File: config.mk
export PLATFORM = sky130hd
export DESIGN_NAME = uart_tx
export DESIGN_NICKNAME = d
export VERILOG_FILES = /design/src/rtl/uart_tx.sv
export SDC_FILE = /design/constraint.sdc
export NUM_CORES = 1
export LEC_CHECK = 0
export CORE_MARGIN = 4
export CORE_UTILIZATION = 39
export CTS_CLUSTER_SIZE = 14
export DETAILED_ROUTE_END_ITERATION = 8
export SYNTH_ARGS = -nofsm -noshare
export SYNTH_HDL_FRONTEND = slang
export SYNTH_SLANG_ARGS = --single-unit
File: constraint.sdc
create_clock -name clk -period 3.1 [get_ports clk]
set_clock_uncertainty 0.15 [all_clocks]
set_input_delay 0.31 -clock clk [delete_from_list [all_inputs] [get_ports clk]]
set_output_delay 0.31 -clock clk [all_outputs]
set_load 0.05 [all_outputs]
File: src/rtl/uart_tx.sv
// uart_tx: serial UART transmitter, start bit + 8 data bits LSB first (+ even parity) + stop bit(s).
// Latency: registered outputs; the start bit goes out on the same edge that accepts txd_start.
// Backpressure: txd_busy stays high for the whole frame; txd_start seen while busy is dropped.
// Optional feature: define UART_TX_PARITY_EN to insert an even-parity bit between bit 7 and stop.

module uart_tx #(
    parameter int CLK_FREQ  = 50_000_000,
    parameter int BAUD      = 115_200,
    parameter int STOP_BITS = 1
) (
    input  logic       clk,
    input  logic       rst,
    input  logic       txd_start,
    input  logic [7:0] tx_data,
    output logic       txd,
    output logic       txd_busy
);

    // Cycles per bit; the integer division truncates, so the real baud rate is slightly high
    // when CLK_FREQ is not an exact multiple of BAUD. Must be >= 2.
    localparam int CLKS_PER_BIT = CLK_FREQ / BAUD;
    localparam int CNT_W        = $clog2(CLKS_PER_BIT);

    localparam logic [CNT_W-1:0] BAUD_LAST = CNT_W'(CLKS_PER_BIT - 1);
    // Stop-bit counter is a single bit: value of the last stop bit (0 for one, 1 for two).
    localparam logic             STOP_LAST = (STOP_BITS == 2);

    typedef enum logic [2:0] {
        S_IDLE   = 3'd0,
        S_START  = 3'd1,
        S_DATA   = 3'd2,
`ifdef UART_TX_PARITY_EN
        S_PARITY = 3'd3,
`endif
        S_STOP   = 3'd4
    } state_t;

    state_t           state_q, state_d;
    logic [CNT_W-1:0] baud_q,  baud_d;
    logic [2:0]       bit_q,   bit_d;
    logic             stop_q,  stop_d;
    logic [7:0]       shift_q, shift_d;
    logic             txd_q,   txd_d;
    logic             busy_q,  busy_d;
    logic             bit_end;

    // Last cycle of the current bit-time.
    assign bit_end = (baud_q == BAUD_LAST);

    // Next-state and next-output logic; txd/txd_busy are computed here and registered below,
    // so the line only ever changes on a clock edge at a bit boundary.
    always_comb begin
        state_d = state_q;
        baud_d  = baud_q;
        bit_d   = bit_q;
        stop_d  = stop_q;
        shift_d = shift_q;
        txd_d   = txd_q;
        busy_d  = busy_q;

        case (state_q)
            S_IDLE: begin
                txd_d  = 1'b1;
                busy_d = 1'b0;
                baud_d = '0;
                bit_d  = '0;
                stop_d = 1'b0;
                if (txd_start) begin
                    shift_d = tx_data;
                    state_d = S_START;
                    txd_d   = 1'b0;
                    busy_d  = 1'b1;
                end
            end

            S_START: begin
                if (bit_end) begin
                    baud_d  = '0;
                    bit_d   = '0;
                    state_d = S_DATA;
                    txd_d   = shift_q[0];
                end else begin
                    baud_d = baud_q + 1'b1;
                end
            end

            S_DATA: begin
                if (bit_end) begin
                    baud_d = '0;
                    if (bit_q == 3'd7) begin
                        bit_d = '0;
`ifdef UART_TX_PARITY_EN
                        // Shift register is never shifted, so its XOR is the even parity bit.
                        state_d = S_PARITY;
                        txd_d   = ^shift_q;
`else
                        state_d = S_STOP;
                        stop_d  = 1'b0;
                        txd_d   = 1'b1;
`endif
                    end else begin
                        bit_d = bit_q + 3'd1;
                        txd_d = shift_q[bit_q + 3'd1];
                    end
                end else begin
                    baud_d = baud_q + 1'b1;
                end
            end

`ifdef UART_TX_PARITY_EN
            S_PARITY: begin
                if (bit_end) begin
                    baud_d  = '0;
                    state_d = S_STOP;
                    stop_d  = 1'b0;
                    txd_d   = 1'b1;
                end else begin
                    baud_d = baud_q + 1'b1;
                end
            end
`endif

            S_STOP: begin
                txd_d = 1'b1;
                if (bit_end) begin
                    baud_d = '0;
                    if (stop_q == STOP_LAST) begin
                        // Frame done: line stays high, busy drops on this same edge.
                        stop_d  = 1'b0;
                        state_d = S_IDLE;
                        busy_d  = 1'b0;
                    end else begin
                        stop_d = ~stop_q;
                    end
                end else begin
                    baud_d = baud_q + 1'b1;
                end
            end

            default: begin
                state_d = S_IDLE;
                baud_d  = '0;
                bit_d   = '0;
                stop_d  = 1'b0;
                txd_d   = 1'b1;
                busy_d  = 1'b0;
            end
        endcase
    end

    // State and output registers with synchronous active-low reset; a reset mid-frame
    // abandons the frame and returns the line to idle-high.
    always_ff @(posedge clk) begin
        if (!rst) begin
            state_q <= S_IDLE;
            baud_q  <= '0;
            bit_q   <= '0;
            stop_q  <= 1'b0;
            shift_q <= '0;
            txd_q   <= 1'b1;
            busy_q  <= 1'b0;
        end else begin
            state_q <= state_d;
            baud_q  <= baud_d;
            bit_q   <= bit_d;
            stop_q  <= stop_d;
            shift_q <= shift_d;
            txd_q   <= txd_d;
            busy_q  <= busy_d;
        end
    end

    assign txd      = txd_q;
    assign txd_busy = busy_q;

endmodule

==> results.txt <==
Hpwl dp = 1.63 mm
Layout fillers = 304
Die width = 64.0 microns
Sequential share of the synthesized area = 41.0%
Pwr Total = 551 uW
CTS tree = built
Crit start category = flop
Die H = 64.0 microns
Clk_lat worst skew = 0.32 ns
Adder-Cell Fraction of Synth Area = 4.10%
Clock transition at path regs = 0.14 ns
Hold-fix buffers, CTS = 0
Post-synthesis area per instance = 9.05 sq um
R2R cell count = 5
Compound-gate portion of the synthesized area = 13.4%
Number of buffers created by CTS = 3
Synth Net Count = 150
Crit end category = flop
Final setup violation count = 0
Vias = 947
Slowest cell on crit path = mux4_2
Hold Path Sink = baud_q[0]$_SDFF_PP0_
Resized Gates After CTS = 0
GRT overflow = 0
Kind of critical path = reg2reg
Nets = 162
Worst-Margin Slew = 0.697 ns
Share of cells above drive strength 1 = 6.85%
Die Footprint = 4090 sq um
WP buf/inv = 0
Routability cong. = 0.731
Max clock buf depth = 2
Largest net degree at the start of global routing = 17
Max-slew violation count = 0
Met2 routed WL = 948 microns
Synth area leader = dfxtp_1
CTS HTree Levels = 1
CP cell instances = ha_1 > mux4_2 > mux2_2 > o21ai_0 > a31oi_1
Peak supply drop = 0.000186 V
Worst Path Max Fanout = 4
Starting Density = 40.3%
Hold Path Depth = 1
CP top delay family = multiplexers
CP Data Arrival Time = 2.09 ns
Worst r2r dst = txd$_SDFFE_PN1P_
Ys Warns = 0
FF-to-FF Start = bit_q[0]$_SDFFE_PN0P_
Worst EP required = 3.16 ns
# diodes = 0
Post-Syn Area = 1220 sq um
Postcts setup bufs = 0
Slack of the worst reg-to-reg path = 1.07 ns
Fin crit period = 2.03 ns
GRT Total Usage = 11.9%
Leakage Power = 0.000490 uW
Worst hold path type = reg2reg
Root buf cell = clkbuf_4
Most frequent cells in the layout = dfxtp_1 (25), nand2_1 (20), nor2_1 (17)
Initial DRC count = 44
Synth unique cells = 36
Post-route clock period utilization = 65.4%
Ys async rst share = 0%
First-pass detailed-route iteration total = 4
Power Density = 394 nW/um^2
Post-Synth XOR/XNOR Area = 5.74%
Relative slew margins = 53.4%
DR WL/cell = 11.6 microns
Largest family of logic cells by synthesized area = simple AND/OR/NAND/NOR gates
Vias per cell = 4.98
ANT nets after route = 0
First-pass GRT wire length = 3.95 mm
Antenna violations before repair = 0
F_max = 493 MHz
Main flop type after synthesis = dfxtp_1
Final hold violations = 0
Area growth syn-to-layout = 14.7%
Number of global-route vias before repair = 917
Detailed Route WL = 2.20 mm
Top cell type's share of synthesized area = 41.0%
EDFF count, synth = 0
Fin Setup TNS = 0 ns
Residual DRC = 0
Metal3 WL = 122 microns
Row count = 20
Slowest stage delay, CP = 0.52 ns
Max cap viols = 0
Core area = 3030 sq um
Synth area leaders = dfxtp_1 (41%), nand2_1 (6.1%), nor2_1 (5.2%)
RSZ-0062 raised after global routing = no
Wl on met1 = 1.11 mm
Register bit total from synthesis = 25
Post-synthesis mux area share = 6.25%
# clock sinks = 25
Simple-Gate Fraction of Synth Area = 27.0%
Min-Delay Startpoint = baud_q[0]$_SDFF_PP0_
Status = finished, final reports clean
Commonest non-fill, non-tap cell in the layout = dfxtp_1
Post-Syn Instances = 135
IO Port Bufs = 12
Io pins = 13
Top layer in use = met4
[power breakdown]
part | switching, uW | internal, uW
registers | 8.93 | 331
logic | 30.9 | 32.4
clock network | 98.1 | 49.3
total | 138 | 413
[layer usage]
| metal | global-route usage [%] | up-vias |
|---|---|---|
| li1 | - | 493 |
| met1 | 16.5 | 428 |
| met2 | 18.1 | 22 |
| met3 | 3.16 | 4 |
| met4 | 3.23 | 0 |
| met5 | 0 | - |
[registers in the layout (all words and copies together), names as in the netlist]
name      count
baud_q        9
shift_q       8
bit_q         3
state_q       3
txd           1
txd_busy      1
[cells in the mapped netlist (3+ instances only)]
cell type / n
nor3b_1: 4
ha_1: 4
clkbuf_1: 4
nand2b_1: 4
xor2_1: 3
nand2_1: 20
dfxtp_1: 25
nand3_1: 7
a21boi_0: 8
a21oi_1: 3
nor2_1: 17
xnor2_1: 5
[area by class of cell]
class / instances / area, sq um / share of cell area (%)
Clock inverter: 1 / 7.51 / 0.536
Timing Repair Buffer: 12 / 120 / 8.58
Inverter: 1 / 3.75 / 0.268
Tap cell: 44 / 55.1 / 3.93
Multi-Input combinational cell: 104 / 691 / 49.3
Clock buffer: 3 / 22.5 / 1.61
Sequential cell: 25 / 500 / 35.7
[through the flow]
stage	hold slack [ns]	util (%)	cells	instance area, sq um	setup WS (ns)
final	0.327	46.2	190	1400	1.07
after CTS	0.332	46.2	190	1400	1.05
after detailed placement	0.299	45.2	186	1370	1.07
after global placement	0.296	45.2	186	1370	1.10
after floorplan	0.279	-	135	1220	1.20
after global routing	0.354	46.2	190	1400	0.929
[kinds of logic (layout without fill, tap and decap cells)]
| family | Yosys count | after routing |
|---|---|---|
| simple gates | 65 | 65 |
| flops | 25 | 25 |
| compound gates | 22 | 22 |
| xor+xnor | 8 | 8 |
| buf+inv | 6 | 17 |
| mux | 5 | 5 |
| fa+ha+maj | 4 | 4 |
[worst max-delay path by stage]
stage	from	to	slack [ns]	cells after the start
floorplan	bit_q[0]$_SDFFE_PN0P_	txd$_SDFFE_PN1P_	1.20	5
global placement	bit_q[0]$_SDFFE_PN0P_	txd$_SDFFE_PN1P_	1.10	5
detailed placement	txd_start	shift_q[6]$_SDFFE_PN0P_	1.07	4
CTS	bit_q[0]$_SDFFE_PN0P_	txd$_SDFFE_PN1P_	1.05	5
global route	bit_q[0]$_SDFFE_PN0P_	txd$_SDFFE_PN1P_	0.93	5
finish	bit_q[0]$_SDFFE_PN0P_	txd$_SDFFE_PN1P_	1.07	5
Note: power is estimated with default switching activity, not from simulation.
